File: src/rtl/updown_counter_7seg_mux.sv
// Multi-digit BCD/hex up/down counter with a multiplexed, active-low 7-segment driver.
// Ports: clk, rst (async, active-high), hab (count enable), dir (1=up), load, din (load value);
//        cnt (count), wrap (wrap pulse), SEG ({g..a}, active-low), AN (active-low one-hot anodes).
module updown_counter_7seg_mux #(
   parameter int DIGITS   = 4,
   parameter int BCD      = 1,
   parameter int SCAN_DIV = 50000,
   parameter int BLANK_LZ = 0
) (
   input  logic                  clk,
   input  logic                  rst,
   input  logic                  hab,
   input  logic                  dir,
   input  logic                  load,
   input  logic [4*DIGITS-1:0]   din,
   output logic [4*DIGITS-1:0]   cnt,
   output logic                  wrap,
   output logic [6:0]            SEG,
   output logic [DIGITS-1:0]     AN
);

   localparam logic [3:0] MAXD = (BCD != 0) ? 4'd9 : 4'hF;
   localparam int DW = (SCAN_DIV > 1) ? $clog2(SCAN_DIV) : 1;
   localparam int IW = (DIGITS > 1) ? $clog2(DIGITS) : 1;
   localparam logic [DW-1:0] DIV_LAST = DW'(SCAN_DIV - 1);
   localparam logic [IW-1:0] IDX_LAST = IW'(DIGITS - 1);

   function automatic logic [6:0] seg7(input logic [3:0] v);
      logic [6:0] s;
      case (v)
         4'h0: s = 7'b1000000;
         4'h1: s = 7'b1111001;
         4'h2: s = 7'b0100100;
         4'h3: s = 7'b0110000;
         4'h4: s = 7'b0011001;
         4'h5: s = 7'b0010010;
         4'h6: s = 7'b0000010;
         4'h7: s = 7'b1111000;
         4'h8: s = 7'b0000000;
         4'h9: s = 7'b0010000;
         4'hA: s = 7'b0001000;
         4'hB: s = 7'b0000011;
         4'hC: s = 7'b1000110;
         4'hD: s = 7'b0100001;
         4'hE: s = 7'b0000110;
         default: s = 7'b0001110;
      endcase
      return s;
   endfunction

   logic [4*DIGITS-1:0] cnt_q, cnt_d;
   logic                wrap_q, wrap_d;
   logic [DW-1:0]       div_q, div_d;
   logic [IW-1:0]       idx_q, idx_d;
   logic [DIGITS-1:0]   an_q, an_d;
   logic [6:0]          seg_q, seg_d;
   logic [DIGITS-1:0]   hz;
   logic [3:0]          dg, dsel;
   logic                cy;

   // Ripple carry/borrow across digits; cy left set means every digit wrapped.
   always_comb begin
      cnt_d  = cnt_q;
      wrap_d = 1'b0;
      cy     = 1'b0;
      dg     = '0;
      if (load) begin
         for (int i = 0; i < DIGITS; i++) begin
            dg = din[4*i +: 4];
            if (BCD != 0 && dg > 4'd9) dg = 4'd9;
            cnt_d[4*i +: 4] = dg;
         end
      end else if (hab) begin
         cy = 1'b1;
         for (int i = 0; i < DIGITS; i++) begin
            dg = cnt_q[4*i +: 4];
            if (cy) begin
               if (dir) begin
                  if (dg == MAXD) dg = 4'd0;
                  else begin
                     dg = dg + 4'd1;
                     cy = 1'b0;
                  end
               end else begin
                  if (dg == 4'd0) dg = MAXD;
                  else begin
                     dg = dg - 4'd1;
                     cy = 1'b0;
                  end
               end
            end
            cnt_d[4*i +: 4] = dg;
         end
         wrap_d = cy;
      end
   end

   always_comb begin
      div_d = div_q + DW'(1);
      idx_d = idx_q;
      if (div_q == DIV_LAST) begin
         div_d = '0;
         idx_d = (idx_q == IDX_LAST) ? '0 : idx_q + IW'(1);
      end
   end

   // hz[i]: digit i and everything above it are zero.
   always_comb begin
      for (int i = 0; i < DIGITS; i++)
         hz[i] = ((cnt_q >> (4*i)) == '0);
   end

   always_comb begin
      an_d  = '1;
      seg_d = 7'h7F;
      dsel  = '0;
      for (int i = 0; i < DIGITS; i++) begin
         if (idx_q == IW'(i)) begin
            an_d[i] = 1'b0;
            dsel    = cnt_q[4*i +: 4];
            if (BLANK_LZ != 0 && i > 0 && hz[i]) seg_d = 7'h7F;
            else if (BCD != 0 && dsel > 4'd9)   seg_d = 7'h7F;
            else                                seg_d = seg7(dsel);
         end
      end
   end

   always_ff @(posedge clk or posedge rst) begin
      if (rst) begin
         cnt_q  <= '0;
         wrap_q <= 1'b0;
         div_q  <= '0;
         idx_q  <= '0;
         an_q   <= ~DIGITS'(1);
         seg_q  <= 7'b1000000;
      end else begin
         cnt_q  <= cnt_d;
         wrap_q <= wrap_d;
         div_q  <= div_d;
         idx_q  <= idx_d;
         an_q   <= an_d;
         seg_q  <= seg_d;
      end
   end

   assign cnt  = cnt_q;
   assign wrap = wrap_q;
   assign SEG  = seg_q;
   assign AN   = an_q;

endmodule

File: config.mk
export PLATFORM = sky130hd
export DESIGN_NAME = updown_counter_7seg_mux
export DESIGN_NICKNAME = d
export VERILOG_FILES = /design/src/rtl/updown_counter_7seg_mux.sv
export SDC_FILE = /design/constraint.sdc
export NUM_CORES = 1
export LEC_CHECK = 0
export ABC_AREA = 1
export BUFFER_PORTS_ARGS = -buffer_cell sky130_fd_sc_hd__clkbuf_2
export CAP_MARGIN = 40
export CORE_MARGIN = 3
export CORE_UTILIZATION = 61
export DETAILED_ROUTE_END_ITERATION = 7
export PLACE_DENSITY = 0.83
export REMOVE_ABC_BUFFERS = 1
export SLEW_MARGIN = 0
export SYNTH_ARGS = -nofsm -noshare
export SYNTH_HDL_FRONTEND = slang
export SYNTH_SLANG_ARGS = --single-unit
File: constraint.sdc
create_clock -name clk -period 4.3 [get_ports clk]
set_input_delay 0.215 -clock clk [delete_from_list [all_inputs] [get_ports clk]]
set_output_delay 0.215 -clock clk [all_outputs]
set_load 0.02 [all_outputs]
==> impl_metrics.env <==
export IMPL_dp_hpwl_um=7220
export IMPL_core_area_mm2=0.00603
export IMPL_grt_pass1_wl_um=16100
export IMPL_crit_top_cell="nand2_1"
export IMPL_yosys_warnings=0
export IMPL_rsz0062_at_grt="no"
export IMPL_regToRegSetupSlack_ns=2.29
export IMPL_whs_ns=0.168
export IMPL_finalHoldViolCount=0
export IMPL_place_gp_congestion=0.968
export IMPL_area_growth_pct=9.56
export IMPL_required_ns=4.55
export IMPL_finalMaxSlewViolations=0
export IMPL_cts_setup_buffers=0
export IMPL_rr_startpoint="cnt[4]"
export IMPL_synth_edf_count=0
export IMPL_cp_slowest_cell="dfrtp_1"
export IMPL_overflow=0
export IMPL_ff2ff_path_depth=10
export IMPL_synth_compound_area_share_pct=13.1
export IMPL_synthAdderAreaFrac_pct=10.7
export IMPL_synth_seq_area_share_pct=29.8
export IMPL_leakagePower_nw=2.31
export IMPL_netlist_instances=569
export IMPL_synth_async_sr_flop_share_pct=100
export IMPL_wirelength_um=9370
export IMPL_utilization_pct=70.4
export IMPL_powerDensity_mw_per_mm2=339
export IMPL_min_to="cnt[0]"
export IMPL_grt_pass1_vias=3555
export IMPL_yosysTopAreaCell="dfrtp_1"
export IMPL_die_area_mm2=0.00734
export IMPL_fmax_ghz=0.499
export IMPL_insertedDiodeCount=0
export IMPL_first_iter_violations=208
export IMPL_cp_end_kind="flop"
export IMPL_cp_max_fo=10
export IMPL_hold_class="primary input to flop"
export IMPL_chipHeight_um=85.7
export IMPL_timing_rr_end="cnt[14]"
export IMPL_slowest_delay_ns=0.49
export IMPL_grt_usage_pct=26.9
export IMPL_critical_path_class="flop to flop"
export IMPL_insertion_delay_ns=0.30
export IMPL_synth_xor_area_share_pct=2.71
export IMPL_fin_crit_sh_pct=46.6
export IMPL_firstDrtPassIters=5
export IMPL_syn_area_mm2=0.00387
export IMPL_htreeDepth=2
export IMPL_grt_max_degree=31
export IMPL_drc=0
export IMPL_antenna_found_initial=0
export IMPL_ys_ff_latch=46
export IMPL_die_w_um=85.7
export IMPL_crit_chain="inv_1, ha_1, nand3_1, nand2_1, nand2_2, a21oi_2, nand3_2, nand2_2, nand2_1, nand2_1"
export IMPL_routed_via_density=5.60
export IMPL_hold_depth=3
export IMPL_num_vias=3858
export IMPL_synth_flop_cell="dfrtp_1"
export IMPL_synth_area_leaders="dfrtp_1 27%, nand2_1 15%, ha_1 11%, nand3_1 7.9%, inv_1 5.8%"
export IMPL_yosys_top_cells_count="153 x nand2_1, 61 x nand3_1, 60 x inv_1, 53 x nor2_1, 45 x o21ai_0"
export IMPL_clk_pin_slew_ns=0.09
export IMPL_status="finished, final reports clean"
export IMPL_cts_tree="yes"
export IMPL_setup_tns_ns=0
export IMPL_setup_viol=0
export IMPL_dp_cells=680
export IMPL_hold_start="din[0]"
export IMPL_postSynthAreaPerCell_um2=6.81
export IMPL_fin_nets=667
export IMPL_pin_count=49
export IMPL_post_drt_wl_per_cell_um=13.6
export IMPL_clock_path_buffers=2
export IMPL_synth_top_cell_area_share_pct=27.1
export IMPL_synth_top_family_by_area="simple AND/OR/NAND/NOR gates"
export IMPL_cts_root_buf="clkbuf_8"
export IMPL_io_buffers=48
export IMPL_ir_drop_uv=225
export IMPL_yosys_cell_count_top_type="nand2_1"
export IMPL_worstSetupStartpoint="cnt[4]"
export IMPL_row_count=28
export IMPL_tightest_slew_ns=0.829
export IMPL_muxShareOfSynthArea_pct=0.258
export IMPL_arrival_ns=2.25
export IMPL_critPathLaunchType="flop"
export IMPL_max_slew_margin_pct=44.7
export IMPL_drv_cap=0
export IMPL_skew_ns=0.0108
export IMPL_cts_made_buffers=5
export IMPL_min_period_ns=2.01
export IMPL_drtAntennaViolNets=0
export IMPL_drive_above_1_share_pct=14.0
export IMPL_yosysUniqueCellTypes=40
export IMPL_final_cells=689
export IMPL_cts_sinks=46
export IMPL_synth_simple_area_share_pct=34.3
export IMPL_initial_utilization_pct=64.3
==> worst max-delay path, delay by kind of cell, from the launching register on <==
kind                       cells  cell delay, ns
and+or+nand+nor                7            0.81
buffers and inverters          1            0.24
adders and majority gates      1            0.28
AOI/OAI and AO/OA              1            0.13
DFF                            1            0.49
==> final cells by class <==
class	instances	area, um2
multi-input cells	441	2360
fillers	538	1780
flip-flops and latches	46	1160
repair buffers	50	270
inverters	69	267
well taps	75	93.8
clock buffers	5	68.8
clock inverters	3	23.8
==> through the flow <==
stage | worst slack (ns) | total power, W | cell area, um2
floorplan | 2.50 | 0.000980 | 3790
global placement | 2.43 | 0.00116 | 4120
detailed placement | 2.33 | 0.00116 | 4140
CTS | 2.31 | 0.00144 | 4240
global route | 2.04 | 0.00156 | 4240
finish | 2.29 | 0.00144 | 4240
==> worst max path at each step <==
| stage | endpoint | slack, ns | depth (start not counted) |
|---|---|---|---|
| after floorplan | cnt[10] | 2.50 | 11 |
| after detailed placement | cnt[13] | 2.33 | 10 |
| after CTS | cnt[13] | 2.31 | 10 |
| final | cnt[14] | 2.29 | 10 |
| after global routing | cnt[14] | 2.04 | 12 |
| after global placement | cnt[10] | 2.43 | 11 |
==> timing repair <==
| action | 4_1_cts | 5_1_grt |
|---|---|---|
| hold buffers | 1 | 0 |
| endpoints found under the hold margin | 15 | 0 |
| gates resized for setup | 0 | 0 |
==> cell usage in the layout, fill, tap and decap left out, drive strengths merged <==
cell,synthesis,final
a21oi,28,28
a22oi,3,3
a31oi,5,5
and2,1,1
buf,11,1
clkbuf,2,53
clkinv,2,2
clkinvlp,0,2
dfrtp,42,42
dfstp,4,4
dlygate4sd3,0,1
ha,33,33
inv,67,68
mux2i,1,1
nand2,163,163
nand3,62,62
nand3b,2,2
nand4,14,14
nor2,55,55
nor3,2,2
nor4,1,1
o2111ai,1,1
o211ai,3,3
o21ai,48,48
o221ai,1,1
o22ai,2,2
o31ai,1,1
or2,3,3
xor2,12,12
==> cells by family after synthesis <==
| group | Yosys count |
|---|---|
| AOI/OAI and AO/OA | 92 |
| xor gates and xnor gates | 12 |
| adders and majority gates | 33 |
| buffers and inverters | 82 |
| DFF | 46 |
| muxes | 1 |
| and+or+nand+nor | 303 |
==> power by group <==
part	switching (W)	internal [W]	leakage (nW)
registers	0.0000807	0.000478	0.571
clock network	0.000160	0.000116	0.0408
logic	0.000400	0.000205	1.70
total	0.000641	0.000799	2.31
==> state kept, by name, indices dropped and copies added (netlist names) <==
register and count:
div_q 16, idx_q 2, SEG 7, cnt 16
wrap 1, AN 4
==> routing by layer <==
layer  wire, um  track usage [%]  up-vias
met5          0                0        -
met4        161             7.63        0
met3        592             4.71       16
met2       4350             43.6      133
met1       4260             37.0     1761
li1           -                -     1948
Note: power is estimated with default switching activity, not from simulation.
